File: config.mk
export PLATFORM = sky130hd
export DESIGN_NAME = pc_stack_unit_flat
export DESIGN_NICKNAME = d
export VERILOG_FILES = /design/src/rtl/pc_pkg.sv /design/src/rtl/pc_stack_unit_if.sv /design/src/rtl/ras_lifo.sv /design/src/rtl/pc_stack_unit.sv /design/src/flat_wrapper.sv
export SDC_FILE = /design/constraint.sdc
export NUM_CORES = 1
export LEC_CHECK = 0
export CAP_MARGIN = 20
export CORE_MARGIN = 5
export CORE_UTILIZATION = 56
export CTS_CLUSTER_DIAMETER = 50
export CTS_CLUSTER_SIZE = 10
export DETAILED_ROUTE_END_ITERATION = 6
export PLACE_DENSITY_LB_ADDON = 0.1
export SLEW_MARGIN = 20
export SYNTH_ARGS = -nofsm -noshare
export SYNTH_HDL_FRONTEND = slang
export SYNTH_HIERARCHICAL = 1
export SYNTH_SLANG_ARGS = --single-unit
File: constraint.sdc
create_clock -name clk -period 3.78 [get_ports clk]
set_input_delay 0.378 -clock clk [delete_from_list [all_inputs] [get_ports clk]]
set_output_delay 0.378 -clock clk [all_outputs]
set_load 0.01 [all_outputs]
File: src/rtl/pc_pkg.sv
// pc_pkg: shared op encodings and stack-pointer sizing for the PC/return-stack unit.
package pc_pkg;

    localparam logic [2:0] OP_HOLD = 3'b000;
    localparam logic [2:0] OP_INC  = 3'b001;
    localparam logic [2:0] OP_JMP  = 3'b010;
    localparam logic [2:0] OP_CALL = 3'b011;
    localparam logic [2:0] OP_RET  = 3'b100;

    function automatic int sp_width(input int depth);
        return $clog2(depth + 1);
    endfunction

endpackage

File: src/rtl/pc_stack_unit_if.sv
// pc_stack_unit_if: decoder-side controls and PC/status returned to the fetch path.
interface pc_stack_unit_if #(parameter int ADDR_W = 4);

    logic              en;
    logic [2:0]        op;
    logic [ADDR_W-1:0] target;
    logic [ADDR_W-1:0] pc;
    logic              stack_empty;
    logic              stack_full;
    logic              err;

    modport master (output en, op, target, input pc, stack_empty, stack_full, err);
    modport slave  (input en, op, target, output pc, stack_empty, stack_full, err);

endinterface

File: src/rtl/ras_lifo.sv
// ras_lifo: return-address LIFO with registered empty/full flags derived from next-state sp.
module ras_lifo
    import pc_pkg::*;
#(
    parameter int ADDR_W      = 4,
    parameter int STACK_DEPTH = 4
) (
    input  logic              clk,
    input  logic              rst,
    input  logic              push,
    input  logic              pop,
    input  logic [ADDR_W-1:0] din,
    output logic [ADDR_W-1:0] top,
    output logic              empty,
    output logic              full
);

    localparam int SP_W  = sp_width(STACK_DEPTH);
    localparam int IDX_W = STACK_DEPTH > 1 ? $clog2(STACK_DEPTH) : 1;

    logic [ADDR_W-1:0] mem [STACK_DEPTH];
    logic [SP_W-1:0]   sp, sp_nxt, top_sp;
    logic [IDX_W-1:0]  wr_idx, rd_idx;

    always_comb begin
        sp_nxt = push ? sp + 1'b1 : pop ? sp - 1'b1 : sp;
        top_sp = (sp == '0) ? '0 : sp - 1'b1;
        wr_idx = sp[IDX_W-1:0];
        rd_idx = top_sp[IDX_W-1:0];
        top    = mem[rd_idx];
    end

    always_ff @(posedge clk) begin
        if (rst) begin
            sp    <= '0;
            empty <= 1'b1;
            full  <= 1'b0;
        end else begin
            sp    <= sp_nxt;
            empty <= sp_nxt == '0;
            full  <= sp_nxt == SP_W'(STACK_DEPTH);
        end
    end

    // Entries are never reset; only sp decides what is visible.
    always_ff @(posedge clk) begin
        if (!rst && push) mem[wr_idx] <= din;
    end

endmodule

File: src/rtl/pc_stack_unit.sv
// pc_stack_unit: program counter with next-PC mux, sticky fault flag and return-address stack.
module pc_stack_unit
    import pc_pkg::*;
#(
    parameter int ADDR_W      = 4,
    parameter int STACK_DEPTH = 4
) (
    input logic                clk,
    input logic                rst,
    pc_stack_unit_if.slave     bus
);

    logic [ADDR_W-1:0] pc_inc, pc_nxt, top;
    logic              is_call, is_ret, push, pop, fault, empty, full;

    always_comb begin
        pc_inc  = bus.pc + 1'b1;
        is_call = bus.op == OP_CALL;
        is_ret  = bus.op == OP_RET;
        push    = bus.en && is_call && !full;
        pop     = bus.en && is_ret && !empty;
        fault   = bus.en && ((is_call && full) || (is_ret && empty) || bus.op > OP_RET);
        pc_nxt  = !bus.en              ? bus.pc :
                  bus.op == OP_INC     ? pc_inc :
                  bus.op == OP_JMP     ? bus.target :
                  is_call              ? (full ? pc_inc : bus.target) :
                  is_ret               ? (empty ? pc_inc : top) : bus.pc;
    end

    always_ff @(posedge clk) begin
        if (rst) begin
            bus.pc  <= '0;
            bus.err <= 1'b0;
        end else begin
            bus.pc  <= pc_nxt;
            bus.err <= bus.err | fault;
        end
    end

    ras_lifo #(.ADDR_W(ADDR_W), .STACK_DEPTH(STACK_DEPTH)) u_ras (
        .clk   (clk),
        .rst   (rst),
        .push  (push),
        .pop   (pop),
        .din   (pc_inc),
        .top   (top),
        .empty (empty),
        .full  (full)
    );

    assign bus.stack_empty = empty;
    assign bus.stack_full  = full;

endmodule

File: src/flat_wrapper.sv
// flat-port wrapper written by rule: the top's interface ports become plain ports
module pc_stack_unit_flat import pc_pkg::*;
#(
    parameter int ADDR_W      = 4,
    parameter int STACK_DEPTH = 4
)
  (clk, rst, bus_en, bus_op, bus_target, bus_pc, bus_stack_empty, bus_stack_full, bus_err);
  pc_stack_unit_if #(.ADDR_W(ADDR_W)) bus_i ();
  input logic clk;
  input logic rst;
  input wire logic [$bits(bus_i.en)-1:0] bus_en;
  input wire logic [$bits(bus_i.op)-1:0] bus_op;
  input wire logic [$bits(bus_i.target)-1:0] bus_target;
  output wire logic [$bits(bus_i.pc)-1:0] bus_pc;
  output wire logic [$bits(bus_i.stack_empty)-1:0] bus_stack_empty;
  output wire logic [$bits(bus_i.stack_full)-1:0] bus_stack_full;
  output wire logic [$bits(bus_i.err)-1:0] bus_err;
  assign bus_i.en = bus_en;
  assign bus_i.op = bus_op;
  assign bus_i.target = bus_target;
  assign bus_pc = bus_i.pc;
  assign bus_stack_empty = bus_i.stack_empty;
  assign bus_stack_full = bus_i.stack_full;
  assign bus_err = bus_i.err;
  pc_stack_unit #(.ADDR_W(ADDR_W), .STACK_DEPTH(STACK_DEPTH)) u_core (.clk(clk), .rst(rst), .bus(bus_i));
endmodule
; Word-level counts from Yosys, hierarchy flattened
; Memory sizes are Yosys's and may differ from the RTL's.
; Index checks and enable logic that the tools add are counted.
[totals]
regBits = 10
latchBits = 0
mem_bits_rw = 16
mem_bits_ro = 0
input_bits = 10
wordCells = 44
mem_count = 1
[mem_list]
columns = name, depth, width, rd, rd_ports_with_merged_regs, write_ports, line_no
row1 = u_core.u_ras.mem, 4, 4, 1, 0, 1, ras_lifo.sv:21  ; logic [ADDR_W-1:0] mem [STACK_DEPTH];
[op_classes]
addsub = 3
multipliers = 0
div_mod_pow = 0
order_cmp = 1
eq_ne = 5
n_shift = 0
n_mux = 11
bitwise = 1
reduce_logical = 17
[ops]
columns = cell, count
row1 = 4-bit two-way mux, 6
row2 = 1-bit logical AND, 8
row3 = "3-bit by 2-bit equality test with 1-bit output, second input constant", 2
row4 = "3-bit equality test, second input constant", 2
row5 = 3-bit zero test, 2
row6 = 3-bit two-way mux, 2
row7 = "4-bit by 1-bit adder with 4-bit output, second input constant", 1
row8 = 4-bit nonzero test, 1
row9 = "3-bit by 1-bit adder with 3-bit output, second input constant", 1
row10 = "3-bit by 1-bit equality test with 1-bit output, second input constant", 1
row11 = "3-bit greater-than comparator, second input constant", 1
row12 = 1-bit zero test, 3
row13 = "3-bit by 1-bit subtractor with 3-bit output, second input constant", 1
row14 = 1-bit logical OR, 2
row15 = 1-bit two-way mux, 2
row16 = 2-bit two-way mux, 1
row17 = 2-bit AND reduction, 1
row18 = 1-bit OR, 1

; Longest topological paths before layout
; Gate-level depths: netlist of the first run.
; An unclocked memory read counts as a cell.
[logic_depth]
ltp_word = 8
ltp_mapped = 11
ltp_nobuf = 10

; Hierarchy
; Netlist of the first run, hierarchy kept.
[by_module_without_submodules]
columns = module, n_inst, cells_each, area_each_um2
row1 = ras_lifo, 1, 75, 992.2
row2 = pc_stack_unit, 1, 75, 523.0

; Least setup slack after synthesis of the first run
; OpenSTA, ideal clock, no wires.
[synth_path]
path_type = register -> register
from = reg u_core.u_ras.sp[0]
to = reg u_core.bus.pc[0]
setup_time_ns = 0.070
t_arrival_ns = 2.087
setup_slack_ns = 1.623
path_stages_with_launch = 12
period_less_slack_ns = 2.157
cell_sequence = dfxtp_1 > buf_6 > inv_1 > ha_1 > ha_1 > nor2_1 > a22oi_1 > o21ai_0 > or3_1 > a21oi_1 > a2111o_1 > a21oi_1
[synth_via]
elab_chain_cells = 8
[synth_rtl]
columns = item, line_no
row1 = "start, declared", ras_lifo.sv:22  ; logic [SP_W-1:0] sp, sp_nxt, top_sp;
row2 = "start signal, assigned", ras_lifo.sv:39  ; sp <= sp_nxt;
row3 = 3-bit by 1-bit subtractor with 3-bit output / 3-bit zero test (equally long branches), ras_lifo.sv:27  ; top_sp = (sp == '0) ? '0 : sp - 1'b1;
row4 = 2-bit two-way mux *, ras_lifo.sv:27
row5 = memory 4 x 4 bit *, --
row6 = named net u_core.top[0], pc_stack_unit.sv:13  ; logic [ADDR_W-1:0] pc_inc, pc_nxt, top;
row7 = 4-bit two-way mux * (2 in series), pc_stack_unit.sv:27  ; is_ret ? (empty ? pc_inc : top) : bus.pc;
row8 = 4-bit two-way mux *, pc_stack_unit.sv:26  ; is_call ? (full ? pc_inc : bus.target) :
row9 = 4-bit two-way mux *, pc_stack_unit.sv:25  ; bus.op == OP_JMP ? bus.target :
row10 = 4-bit two-way mux *, pc_stack_unit.sv:24  ; bus.op == OP_INC ? pc_inc :
row11 = "end signal, assigned", pc_stack_unit.sv:35  ; bus.pc <= pc_nxt;
row12 = "end, declared", pc_stack_unit_if.sv:13  ; modport slave (input en, op, target, output pc, stack_empty, stack_full, err);
; The timed path passes the listed nets; every way through them passes the cells marked *. The select of a mux whose other input is x is not followed.
; A chain may end at the register's enable or synchronous reset.

; Worst setup path after layout of the first run
[layout_path]
from = reg u_core.u_ras.sp[0]
to = reg u_core.bus.pc[3]
; The elaborated chain is that of the path after synthesis.

==> flow_metrics.tcl, run 1 <==
set metrics [dict create \
    ctsHoldBuffers 0 \
    postCtsSetupBuffers 0 \
    slowest_stage "dfxtp_1" \
    clock_skew_ns 0.00912 \
    final_cell_area_um2 1700 \
    netlist_area_um2 1520 \
    start_util 0.601 \
    reg2reg_from "u_core/u_ras/sp[0]" \
    seqCellArea_um2 681 \
    maxCapViolCount 0 \
    worst_ep_required_time_ns 3.99 \
    yosys_most_used_dff "edfxtp_1" \
    htreeDepth 1 \
    avgViaCountPerCell 6.15 \
    syn_avg_cell_area_um2 10.1 \
    crit_top_cell "ha_1" \
    yosysWarningCount 6 \
    clockBufferDepth 2 \
    port_buffers 16 \
    p_leak_nw 0.603 \
    io-pin-count 17 \
    root_buffer "clkbuf_4" \
    critical_path_class "flip-flop to flip-flop" \
    synth.distinct_cells 43 \
    synthesis.nets 166 \
    vias 1200 \
    finalNetCount 182 \
    die_area_um2 3850 \
    clock_sink_count 26 \
    routed_wl_um 3170 \
    finalHoldViolations 0 \
    rsz0062_at_grt "false" \
    grt_max_degree 18 \
    power.density_nw_per_um2 308 \
    first_pass_iters 4 \
    gp_congestion 0.878 \
    async_flop_share 0 \
    gr-total-overflow 0 \
    drive_gt1_frac 0.0970 \
    post-route-period-util 0.701 \
    die-height_um 62.0 \
    cpPeakStageDelay_ns 0.67 \
    syn_to_final_growth_pct 12.4 \
    remaining_drc_errors 0 \
    ys_seq_elements 26 \
    worstSetupStartpoint "u_core/u_ras/sp[0]" \
    wl_met3_um 270 \
    grt_pass1_wl_um 5140 \
    highest_layer "met4" \
    clk_latency_ns 0.31 \
    timing.setup.tns_ns 0 \
    drtAntennaViolNets 0 \
    slew_headroom 0.597 \
    antenna_found_initial 0 \
    finalSetupViolations 0 \
    multi_input_area_um2 749 \
    clock.fmax_mhz 377 \
    postPlaceCellArea_um2 1680 \
    cts_resized 0 \
    routedWlPerCell_um 16.2 \
    dp_hpwl_um 2440 \
    path_cells "inv_1, ha_1, ha_1, nor2_1, a22oi_1, o21ai_0, nand3b_1, o221ai_1, o21ai_1, a221oi_1" \
    coreArea_um2 2520 \
    antenna_cells 0 \
    worstHoldPathType "flip-flop to flip-flop" \
    ir_drop_mv 0.223 \
    hp-start "u_core/bus.err" \
    netlist_top_cells_area "edfxtp_1 32%, dfxtp_1 13%, ha_1 5.0%, a22oi_1 4.5%, a21oi_1 3.3%" \
    finalWorstSetupSlack_ns 1.13 \
    tritoncts "yes" \
    cp_max_fo 15 \
    path_clk_slew_ns 0.13 \
    tightest_slew_ns 0.603 \
    yosysTopAreaCellShare 0.317 \
    grtUsageTotal 0.186 \
    seq_area_frac_synth 0.449 \
    fillers 204 \
    cp.arrival_ns 2.86 \
    slew_violations 0 \
    num_rows 18 \
    cp-start-kind "flip-flop" \
    drt_iter0_drc 60 \
    synth.largest_area_cell "edfxtp_1" \
    dr_wl_met2_um 1490 \
    status "completed" \
    grt_pass1_vias 1075 \
    end_kind "flip-flop" \
    synth.most_common_cell "edfxtp_1" \
    synth-edff-count 16 \
    pre_cts_slack_ns 1.11 \
    die_width_um 62.0 \
    syn_inst 150 \
    ys_top_cells_by_count "16 x edfxtp_1, 11 x nor2_1, 10 x a21oi_1, 10 x dfxtp_1, 10 x inv_1" \
    drt-met1-wl_um 1380 \
    cts_buffers 3 \
    min_period_ns 2.65 \
]
metrics by stage:
| step | util | hold slack, ns | total power [W] | cells |
|---|---|---|---|---|
| 2_1_floorplan | - | 0.447 | 0.000380 | 150 |
| 3_3_place_gp | 0.665 | 0.451 | 0.000417 | 191 |
| 3_5_place_dp | 0.665 | 0.476 | 0.000418 | 191 |
| 4_1_cts | 0.675 | 0.505 | 0.000528 | 195 |
| 5_1_grt | 0.675 | 0.541 | 0.000556 | 195 |
| 6_report | 0.675 | 0.494 | 0.000524 | 195 |
metal layers:
layer	up-vias	GRT usage
met5	-	0
met4	0	0.0576
met3	2	0.0413
met2	64	0.290
met1	548	0.257
li1	586	-
registers in the layout (all words and copies together) (netlist names):
register and flops:
u_core/bus.err 1, u_core/bus.pc 4, u_core/u_ras/empty 1, u_core/u_ras/full 1, u_core/u_ras/mem 16, u_core/u_ras/sp 3
area by class of cell:
type,instances,share of cell area
Clock inverter,1,0.00220
Timing Repair Buffer,17,0.0985
Multi-Input combinational cell,107,0.440
Sequential cell,26,0.400
Clock buffer,3,0.0132
Tap cell,30,0.0220
Inverter,11,0.0242
worst paths after layout:
kind	slack, ns	cells after the start	endpoint
setup / recovery	1.13	10	u_core/bus.pc[3]
hold / removal	0.49	2	u_core/bus.err
setup reg to reg	1.13	10	u_core/bus.pc[3]
hold reg to reg	0.49	2	u_core/bus.err
cells in the final DEF (no fill, tap or decap), types with 2 or more instances in the layout:
master and count:
a211oi_1 3, a22oi_1 9, clkinv_1 2, and2_1 4, nand2_1 5, nand2b_1 2, a21oi_1 10, clkbuf_4 3
xnor2_1 2, o21ai_0 9, nand3b_1 3, edfxtp_1 16, nand3_1 5, nor2_1 11, o21ai_1 5, mux2_2 4
inv_1 10, or3_1 2, nor3_1 2, nand2_2 2, dfxtp_1 10, mux2i_1 2, nor2b_1 5, clkdlybuf4s50_1 16
ha_1 6
logic make-up (layout without fill, tap and decap cells):
kind of cell,after synthesis,after routing,share of synthesized area
mux,6,6,0.0429
buf+inv,17,32,0.0562
fa+ha+maj,6,6,0.0495
flops,26,26,0.449
xor+xnor,4,4,0.0281
simple gates,46,46,0.178
compound gates,45,45,0.196
worst max-delay path: cells and delay by family, from the launching register on:
family / cells / cell delay (ns)
buffers and inverters: 1 / 0.18
DFF: 1 / 0.67
adders and majority gates: 2 / 0.50
AOI/OAI and AO/OA: 5 / 0.85
and+or+nand+nor: 2 / 0.35
report_power, final:
group	switching (W)	leakage [nW]	internal (W)
combinational	0.0000511	0.362	0.0000428
clock	0.0000730	0.0154	0.0000385
sequential	0.00000915	0.226	0.000310
(Power assumes the default switching activity.)
==> run 2: changes to the inputs <==
--- a/config.mk
+++ b/config.mk
@@ -7,7 +7,7 @@
 export LEC_CHECK = 0
 export CAP_MARGIN = 20
 export CORE_MARGIN = 5
-export CORE_UTILIZATION = 56
+export CORE_UTILIZATION = 50
 export CTS_CLUSTER_DIAMETER = 50
 export CTS_CLUSTER_SIZE = 10
 export DETAILED_ROUTE_END_ITERATION = 6
==> constraint.sdc (replaced) <==
create_clock -name clk -period 2.2 [get_ports clk]
set_input_delay 0.22 -clock clk [delete_from_list [all_inputs] [get_ports clk]]
set_output_delay 0.22 -clock clk [all_outputs]
set_load 0.01 [all_outputs]
==> run 2 against run 1 <==
Net effect:
- fmax is 32% higher
- first-iteration DRC count is 17% higher
- register-to-register slack worse by 0.94 ns
- critical endpoint is now u_core/bus.pc[0]
- core utilization is 5.8 points lower
- power is 100% higher
- combinational power is 91% higher
- sequential share of layout area is 2.7 points lower
- critical path depth stayed put
- non-clock buffer count is 11 higher
- global-route usage is 2.0 points lower
- clock skew is 0.0049 ns lower
==> flow_metrics.tcl, run 2 (same netlist as run 1, synthesis figures left out) <==
set metrics [dict create \
    path_cells "inv_1, ha_1, ha_2, buf_4, a22oi_1, o21ai_0, or3_1, a21oi_1, a2111o_1, a21oi_1" \
    worstSetupStartpoint "u_core/u_ras/sp[1]" \
    largest_reg_flops 16 \
    port_buffers 16 \
    power.density_nw_per_um2 571 \
    avgViaCountPerCell 5.68 \
    clock.fmax_mhz 497 \
    antenna_found_initial 0 \
    remaining_drc_errors 0 \
    fin_util 0.617 \
    cp.arrival_ns 2.22 \
    drtAntennaViolNets 0 \
    die-height_um 65.1 \
    num_rows 20 \
    dp.cells 205 \
    ir_drop_mv 0.354 \
    vias 1188 \
    maxCapViolCount 0 \
    htreeDepth 1 \
    routedWlPerCell_um 15.5 \
    final_cell_area_um2 1840 \
    slowest_stage "dfxtp_4" \
    crit_end "u_core/bus.pc[0]" \
    io-pin-count 17 \
    grt_max_degree 16 \
    drive_gt1_frac 0.188 \
    critical_path_class "flip-flop to flip-flop" \
    antenna_cells 0 \
    stdcell_count 209 \
    cts_buffers 3 \
    tightest_slew_ns 0.381 \
    gr-total-overflow 0 \
    grt_pass1_vias 1200 \
    mostFrequentLayoutCells "16 x clkdlybuf4s50_1, 16 x edfxtp_1, 12 x buf_4" \
    postCtsSetupBuffers 0 \
    routed_wl_um 3230 \
    first_pass_iters 4 \
    min_period_ns 2.01 \
    timing.setup.tns_ns 0 \
    clk_latency_ns 0.32 \
    p_leak_nw 0.669 \
    die_area_um2 4230 \
    finalNetCount 193 \
    fillers 267 \
    seqCellArea_um2 684 \
    clockBufferDepth 2 \
    tritoncts "yes" \
    multi_input_area_um2 768 \
    finalSetupViolations 0 \
    clock_skew_ns 0.00426 \
    slew_headroom 0.745 \
    cpPeakStageDelay_ns 0.40 \
    post-route-period-util 0.914 \
    crit_top_cell "a21oi_1" \
    clock_sink_count 26 \
    die_width_um 65.1 \
    reg_top3 "u_core/u_ras/mem (16), u_core/bus.pc (4), u_core/u_ras/sp (3)" \
    cp_max_fo 6 \
    path_buf_inv 2 \
    finalHoldViolations 0 \
    reg2reg_from "u_core/u_ras/sp[1]" \
    ctsHoldBuffers 0 \
    end_kind "flip-flop" \
    grt_pass1_wl_um 5480 \
    cp-start-kind "flip-flop" \
    drt_iter0_drc 70 \
    worst_ep_required_time_ns 2.41 \
    cts_resized 0 \
    slew_violations 0 \
    gp_congestion 0.853 \
    coreArea_um2 2980 \
    reg2reg_slack_ns 0.19 \
    start_util 0.509 \
    rsz0062_at_grt "false" \
    status "completed" \
    postPlaceCellArea_um2 1760 \
    cp.depth 10 \
    syn_to_final_growth_pct 21.3 \
    root_buffer "clkbuf_4" \
    path_clk_slew_ns 0.14 \
    r2r_end "u_core/bus.pc[0]" \
    dp_hpwl_um 2470 \
    top_register "u_core/u_ras/mem" \
    path_delay_family "compound AO/OA/AOI/OAI gates" \
    worstHoldPathType "flip-flop to flip-flop" \
    worstRegToRegCells 10 \
    grtUsageTotal 0.166 \
]
-- run 2: changes by cell type in the layout (fill, tap and decap cells not counted), sizes merged --
cell	change
clkinv	-1
bufinv	+1
buf	+11
-- run 2: stage by stage --
stage / worst slack, ns / hold WS (ns) / total power (W)
final: 0.189 / 0.489 / 0.00105
after global routing: 0.0231 / 0.531 / 0.00110
after CTS: 0.0600 / 0.498 / 0.00105
after detailed placement: 0.0973 / 0.461 / 0.000728
after global placement: 0.165 / 0.458 / 0.000725
after floorplan: 0.0428 / 0.289 / 0.000653
-- run 2: metal layers --
metal / vias up / wire, µm / track usage
met5: - / 0 / 0
met4: 0 / 13 / 0.0415
met3: 2 / 115 / 0.0312
met2: 19 / 1550 / 0.276
met1: 563 / 1560 / 0.223
li1: 604 / - / -
-- run 2: worst min-delay path by stage --
stage	depth (start not counted)	end	slack (ns)	start
after floorplan	1	u_core/bus.pc[0]	0.29	rst
after global placement	2	u_core/bus.err	0.46	u_core/bus.err
after detailed placement	2	u_core/bus.err	0.46	u_core/bus.err
after CTS	2	u_core/bus.err	0.50	u_core/bus.err
after global routing	2	u_core/bus.pc[3]	0.53	u_core/bus.pc[3]
final	2	u_core/bus.err	0.49	u_core/bus.err
-- run 2: layout make-up --
| type | count | share of cell area |
|---|---|---|
| Multi-Input combinational cell | 107 | 0.418 |
| Sequential cell | 26 | 0.372 |
| Timing Repair Buffer | 28 | 0.136 |
| Inverter | 11 | 0.0225 |
| Tap cell | 33 | 0.0225 |
| Clock inverter | 1 | 0.0163 |
| Clock buffer | 3 | 0.0123 |
-- run 2: tightest hold or removal path: cells and delay by family, from the launching register on --
family	cells	cell delay, ns
DFF	1	0.36
AOI/OAI and AO/OA	1	0.04
and+or+nand+nor	1	0.07
-- run 2: power breakdown --
part           leakage, nW  internal, W  switching, W
sequential           0.227     0.000531     0.0000124
clock               0.0279     0.000184      0.000142
combinational        0.415    0.0000871     0.0000919
total                0.669     0.000802      0.000246
